==> src/rtl/vic_pkg.sv <==
// vic_pkg: shared definitions for the VIC nibble register file and its host bridge.
//   - vic_state_e     : bridge FSM state encoding
//   - VIC_NIBBLES     : number of 4-bit registers in the register file
//   - VIC_BYTE_REGS   : number of CPU-visible byte registers
//   - vic_nibble_addr : byte index + half select -> nibble address; used by both
//                       sides so the byte/nibble mapping cannot drift apart.
package vic_pkg;

    typedef enum logic [2:0] {
        ST_IDLE    = 3'd0,
        ST_WR_LO   = 3'd1,
        ST_WR_HI   = 3'd2,
        ST_RD_LO   = 3'd3,
        ST_RD_LO_W = 3'd4,
        ST_RD_HI   = 3'd5,
        ST_RD_HI_W = 3'd6,
        ST_ACK     = 3'd7
    } vic_state_e;

    localparam int VIC_NIBBLES   = 32;
    localparam int VIC_BYTE_REGS = 16;

    // Byte register n occupies nibble 2n (bits 3:0) and nibble 2n+1 (bits 7:4).
    function automatic logic [4:0] vic_nibble_addr(input logic [3:0] byte_idx,
                                                   input logic       hi_sel);
        return {byte_idx, hi_sel};
    endfunction

endpackage

==> src/rtl/vic_reg_bridge.sv <==
// vic_reg_bridge: turns one byte-wide CPU register access into two sequenced
// nibble accesses (low nibble first, then high nibble) on the VIC register port.
//
// Ports:
//   clk, rst          : clock (rising edge) and asynchronous active-low reset
//   i_cpu_req         : single-cycle request strobe, only honoured in IDLE
//   i_cpu_wr          : 1 = write, 0 = read
//   i_cpu_addr        : byte register index 0..15
//   i_cpu_wdata       : write byte
//   o_cpu_rdata       : last completed read byte (held until the next read ends)
//   o_cpu_ack         : one-cycle completion pulse
//   o_busy            : high whenever the FSM is not IDLE
//   o_VIC_regaddr     : nibble address
//   o_VIC_data        : write nibble
//   i_VIC_data        : read nibble, valid READ_LAT cycles after the re cycle
//   o_VIC_we/o_VIC_re : nibble write / read enables
//
// Every output is a register loaded from the next-state decode, so nothing on
// the CPU side reaches an output combinationally.
module vic_reg_bridge
    import vic_pkg::*;
#(
    parameter int READ_LAT = 1
) (
    input  logic                               clk,
    input  logic                               rst,
    input  logic                               i_cpu_req,
    input  logic                               i_cpu_wr,
    input  logic [$clog2(VIC_BYTE_REGS)-1:0]   i_cpu_addr,
    input  logic [7:0]                         i_cpu_wdata,
    output logic [7:0]                         o_cpu_rdata,
    output logic                               o_cpu_ack,
    output logic                               o_busy,
    output logic [$clog2(VIC_NIBBLES)-1:0]     o_VIC_regaddr,
    output logic [3:0]                         o_VIC_data,
    input  logic [3:0]                         i_VIC_data,
    output logic                               o_VIC_we,
    output logic                               o_VIC_re
);

    // Terminal value of the 2-bit wait counter (READ_LAT is 1..3).
    localparam logic [1:0] WAIT_LAST = 2'(READ_LAT - 1);

    vic_state_e  state_r;
    vic_state_e  next_state_s;
    logic [3:0]  addr_r;
    logic [7:0]  wdata_r;
    logic [1:0]  wait_cnt_r;
    logic [3:0]  cap_lo_r;
    logic        in_wait_s;
    logic        wait_last_s;

    // Wait-state qualifiers shared by next-state and capture logic.
    always_comb begin
        in_wait_s   = (state_r == ST_RD_LO_W) || (state_r == ST_RD_HI_W);
        wait_last_s = in_wait_s && (wait_cnt_r == WAIT_LAST);
    end

    // Next-state decode.
    always_comb begin
        next_state_s = state_r;
        case (state_r)
            ST_IDLE: begin
                if (i_cpu_req) begin
                    if (i_cpu_wr) begin
                        next_state_s = ST_WR_LO;
                    end else begin
                        next_state_s = ST_RD_LO;
                    end
                end else begin
                    next_state_s = ST_IDLE;
                end
            end
            ST_WR_LO:   next_state_s = ST_WR_HI;
            ST_WR_HI:   next_state_s = ST_ACK;
            ST_RD_LO:   next_state_s = ST_RD_LO_W;
            ST_RD_LO_W: begin
                if (wait_last_s) begin
                    next_state_s = ST_RD_HI;
                end else begin
                    next_state_s = ST_RD_LO_W;
                end
            end
            ST_RD_HI:   next_state_s = ST_RD_HI_W;
            ST_RD_HI_W: begin
                if (wait_last_s) begin
                    next_state_s = ST_ACK;
                end else begin
                    next_state_s = ST_RD_HI_W;
                end
            end
            ST_ACK:     next_state_s = ST_IDLE;
            default:    next_state_s = ST_IDLE;
        endcase
    end

    // FSM state register.
    always_ff @(posedge clk or negedge rst) begin
        if (!rst) begin
            state_r <= ST_IDLE;
        end else begin
            state_r <= next_state_s;
        end
    end

    // Request latch: address and write byte captured when a request is accepted.
    always_ff @(posedge clk or negedge rst) begin
        if (!rst) begin
            addr_r  <= 4'h0;
            wdata_r <= 8'h00;
        end else if ((state_r == ST_IDLE) && i_cpu_req) begin
            addr_r  <= i_cpu_addr;
            wdata_r <= i_cpu_wdata;
        end
    end

    // Read latency counter: cleared on entry to a wait state, counts to WAIT_LAST.
    always_ff @(posedge clk or negedge rst) begin
        if (!rst) begin
            wait_cnt_r <= 2'd0;
        end else if (in_wait_s && !wait_last_s) begin
            wait_cnt_r <= wait_cnt_r + 2'd1;
        end else begin
            wait_cnt_r <= 2'd0;
        end
    end

    // Nibble capture; the high nibble goes straight into o_cpu_rdata on ACK entry.
    always_ff @(posedge clk or negedge rst) begin
        if (!rst) begin
            cap_lo_r    <= 4'h0;
            o_cpu_rdata <= 8'h00;
        end else begin
            if ((state_r == ST_RD_LO_W) && wait_last_s) begin
                cap_lo_r <= i_VIC_data;
            end
            if ((state_r == ST_RD_HI_W) && wait_last_s) begin
                o_cpu_rdata <= {i_VIC_data, cap_lo_r};
            end
        end
    end

    // Registered control outputs decoded from the state being entered.
    always_ff @(posedge clk or negedge rst) begin
        if (!rst) begin
            o_busy    <= 1'b0;
            o_cpu_ack <= 1'b0;
            o_VIC_we  <= 1'b0;
            o_VIC_re  <= 1'b0;
        end else begin
            o_busy    <= (next_state_s != ST_IDLE);
            o_cpu_ack <= (next_state_s == ST_ACK);
            o_VIC_we  <= (next_state_s == ST_WR_LO) || (next_state_s == ST_WR_HI);
            o_VIC_re  <= (next_state_s == ST_RD_LO) || (next_state_s == ST_RD_HI);
        end
    end

    // Nibble address/data; the low-nibble states are only entered from IDLE,
    // so they take the request fields directly. Held while no enable is set.
    always_ff @(posedge clk or negedge rst) begin
        if (!rst) begin
            o_VIC_regaddr <= 5'd0;
            o_VIC_data    <= 4'h0;
        end else begin
            case (next_state_s)
                ST_WR_LO: begin
                    o_VIC_regaddr <= vic_nibble_addr(i_cpu_addr, 1'b0);
                    o_VIC_data    <= i_cpu_wdata[3:0];
                end
                ST_WR_HI: begin
                    o_VIC_regaddr <= vic_nibble_addr(addr_r, 1'b1);
                    o_VIC_data    <= wdata_r[7:4];
                end
                ST_RD_LO: begin
                    o_VIC_regaddr <= vic_nibble_addr(i_cpu_addr, 1'b0);
                end
                ST_RD_HI: begin
                    o_VIC_regaddr <= vic_nibble_addr(addr_r, 1'b1);
                end
                default: begin
                    o_VIC_regaddr <= o_VIC_regaddr;
                    o_VIC_data    <= o_VIC_data;
                end
            endcase
        end
    end

endmodule

==> config.mk <==
export PLATFORM = sky130hd
export DESIGN_NAME = vic_reg_bridge
export DESIGN_NICKNAME = d
export VERILOG_FILES = /design/src/rtl/vic_pkg.sv /design/src/rtl/vic_reg_bridge.sv
export SDC_FILE = /design/constraint.sdc
export NUM_CORES = 1
export LEC_CHECK = 0
export BUFFER_PORTS_ARGS = -buffer_cell sky130_fd_sc_hd__buf_2
export CORE_MARGIN = 3
export CORE_UTILIZATION = 53
export DETAILED_ROUTE_END_ITERATION = 12
export GPL_TIMING_DRIVEN = 0
export PLACE_DENSITY = 0.85
export SYNTH_ARGS = -nofsm -noshare
export SYNTH_HDL_FRONTEND = slang
export SYNTH_SLANG_ARGS = --single-unit
==> constraint.sdc <==
create_clock -name clk -period 2.05 [get_ports clk]
set_input_delay 0.3075 -clock clk [delete_from_list [all_inputs] [get_ports clk]]
set_output_delay 0.3075 -clock clk [all_outputs]
set_load 0.1 [all_outputs]
==> flow_summary.json <==
{
  "drv_slew": 0,
  "wire_per_inst_um": 15.6,
  "final.fill_count": 234,
  "worst_pin_slew_ns": 0.809,
  "seq_area_um2": 951,
  "gr-total-overflow": 0,
  "arrival_ns": 2.33,
  "dp_slack_ns": 0.0188,
  "first_iter_violations": 45,
  "netlist_instances": 148,
  "yosysSeqAreaShare_pct": 54.2,
  "crit_path_frequent_cell": "buf_4",
  "cap_violations": 0,
  "clock-root-buffer": "clkbuf_4",
  "setup_viol": 1,
  "areaGrowthSynthToFinish_pct": 25.1,
  "grt_use_total_pct": 19.2,
  "grt_pass1_wl_mm": 5.97,
  "skew_ns": 0.00736,
  "netlist.area_leader.share_pct": 54.2,
  "fin_crit_ns": 2.08,
  "path_cells": "inv_1 > ha_1 > buf_4 > a2111oi_4 > buf_4 > a22oi_2 > o2bb2ai_4 > a221oi_1",
  "ys_ff_latch": 38,
  "cp_slowest_stage_delay_ns": 0.40,
  "cp_max_fo": 8,
  "async_flop_share_pct": 100,
  "htree_num_levels": 2,
  "drive_gt1_share_pct": 45.2,
  "synthFlopType": "dfrtp_1",
  "slew_headroom_pct": 46.1,
  "end_kind": "register",
  "yosysTopAreaCell": "dfrtp_1",
  "whs_ns": 0.0248,
  "start_util_pct": 56.6,
  "fin_crit_sh_pct": 101,
  "setup_ws_ns": -0.0270,
  "outcome": "finished, violations left",
  "vias": 1332,
  "syn_nets": 173,
  "start_kind": "register",
  "final_core_util_pct": 70.8,
  "yosys_warnings": 0,
  "die_h_um": 63.6,
  "multi_input_area_um2": 743,
  "clk_path_buf_depth": 2,
  "die_area_um2": 4040,
  "cpMaxStageDelayCell": "dfrtp_1",
  "hold_viol_final": 0,
  "drtPass1Iterations": 4,
  "yosysMostFrequentCell": "dfrtp_1",
  "synth_commonest_cells": "dfrtp_1, inv_1, mux2_2",
  "hold_class": "in2async",
  "detail_route.vias_per_cell": 5.48,
  "fp-row-count": 20,
  "num-nets-final": 223,
  "ant_nets": 0,
  "die_width_um": 63.6,
  "grt_max_degree": 39,
  "avgSynthCellArea_um2": 11.9,
  "synthTopCellsByArea": "dfrtp_1, mux2_2, inv_1",
  "critPathKind": "reg2reg",
  "drc": 0,
  "fmax_ghz": 0.481,
  "violations": "negative setup slack",
  "synth_edf_count": 0,
  "grt_antenna_before_repair": 0,
  "cts_buffers": 5,
  "drt-total-wl_mm": 3.79,
  "cp.required_ns": 2.30,
  "syn_area_um2": 1760,
  "n_antenna_cell": 0,
  "cts_tree": "done",
  "hpwl_mm": 2.67,
  "yosysUniqueCellTypes": 29,
  "globalplace.congestion": 0.838,
  "cts_sinks": 38,
  "insertion_delay_ns": 0.36,
  "core-area_um2": 3100,
  "io_pins": 41,
  "first_global_vias": 1378,
  "path_clk_slew_ns": 0.12,
  "port_buffers": 40
}
-- cell families after synthesis --
| kind of cell | after synthesis | synth area share (%) |
|---|---|---|
| buffers and inverters | 28 | 6.56 |
| muxes | 20 | 12.8 |
| and+or+nand+nor | 28 | 7.56 |
| adders and majority gates | 5 | 3.56 |
| AOI/OAI and AO/OA | 28 | 14.8 |
| xor gates and xnor gates | 1 | 0.499 |
| DFF | 38 | 54.2 |
-- placed cells by master, fill, tap and decap left out, drive strengths merged, types with 2 or more instances in the layout --
cell type  count
buf           46
dfrtp         38
inv           25
mux2          20
nor2          13
a221oi         8
a31o           5
nand3          5
ha             5
clkbuf         5
a21oi          4
nand2          3
a21o           2
nor3           2
nor3b          2
bufinv         2
o21ai          2
-- metal layers --
metal,up-vias,track usage [%],wire length (um)
met5,-,0,0
met4,0,10.5,119
met3,14,4.10,200
met2,47,33.5,1970
met1,655,21.5,1490
li1,616,-,-
-- path summary, 6_finish.rpt --
path,end,from,cells past startpoint,slack [ns]
worst max-delay path,o_VIC_regaddr[4],state_r[0],8,-0.03
worst min-delay path,state_r[2],rst,1,0.02
worst max register to register,o_VIC_regaddr[4],state_r[0],8,-0.03
worst min register to register,wait_cnt_r[0],wait_cnt_r[0],1,0.47
max in group asynchronous,o_cpu_rdata[2],rst,1,1.52
min in group clk,wdata_r[6],i_cpu_wdata[6],2,0.17
-- repair_timing --
item,4_1_cts,5_1_grt
setup endpoints to repair,1,8
resized for setup,0,10
gates cloned,0,0
pin swaps,1,2
buffers inserted,2,1
hold buffers,0,0
-- final cells by class --
cell class	instances	area share, %
flip-flops and latches	38	43.3
well taps	44	2.51
clock buffers	5	1.71
inverters	25	4.27
plain buffers	3	1.08
clock inverters	3	3.13
multi-input cells	82	33.8
repair buffers	43	10.1
-- worst max-delay path, delay by kind of cell, from the launching register on --
| family | cells | cell delay, ns |
|---|---|---|
| AO/OA/AOI/OAI | 4 | 0.93 |
| adder cells (fa/ha/maj) | 1 | 0.20 |
| buffers and inverters | 3 | 0.44 |
| flip-flops | 1 | 0.40 |
-- registers in the layout (all words and copies together), names as in the netlist, 2 cells and up --
signal,flops
o_cpu_rdata,8
o_VIC_regaddr,5
addr_r,4
cap_lo_r,4
o_VIC_data,4
wdata_r,4
state_r,3
wait_cnt_r,2
-- through the flow --
stage,area (um^2),setup TNS (ns),std cells
global placement,2010,0,232
floorplan,1760,0,148
finish,2200,-0.0270,243
global route,2200,-0.590,243
detailed placement,2010,0,232
CTS,2130,0,242
Power is not shown: default switching activity piles up to over one toggle a cycle in this logic, so the estimate is an artifact.
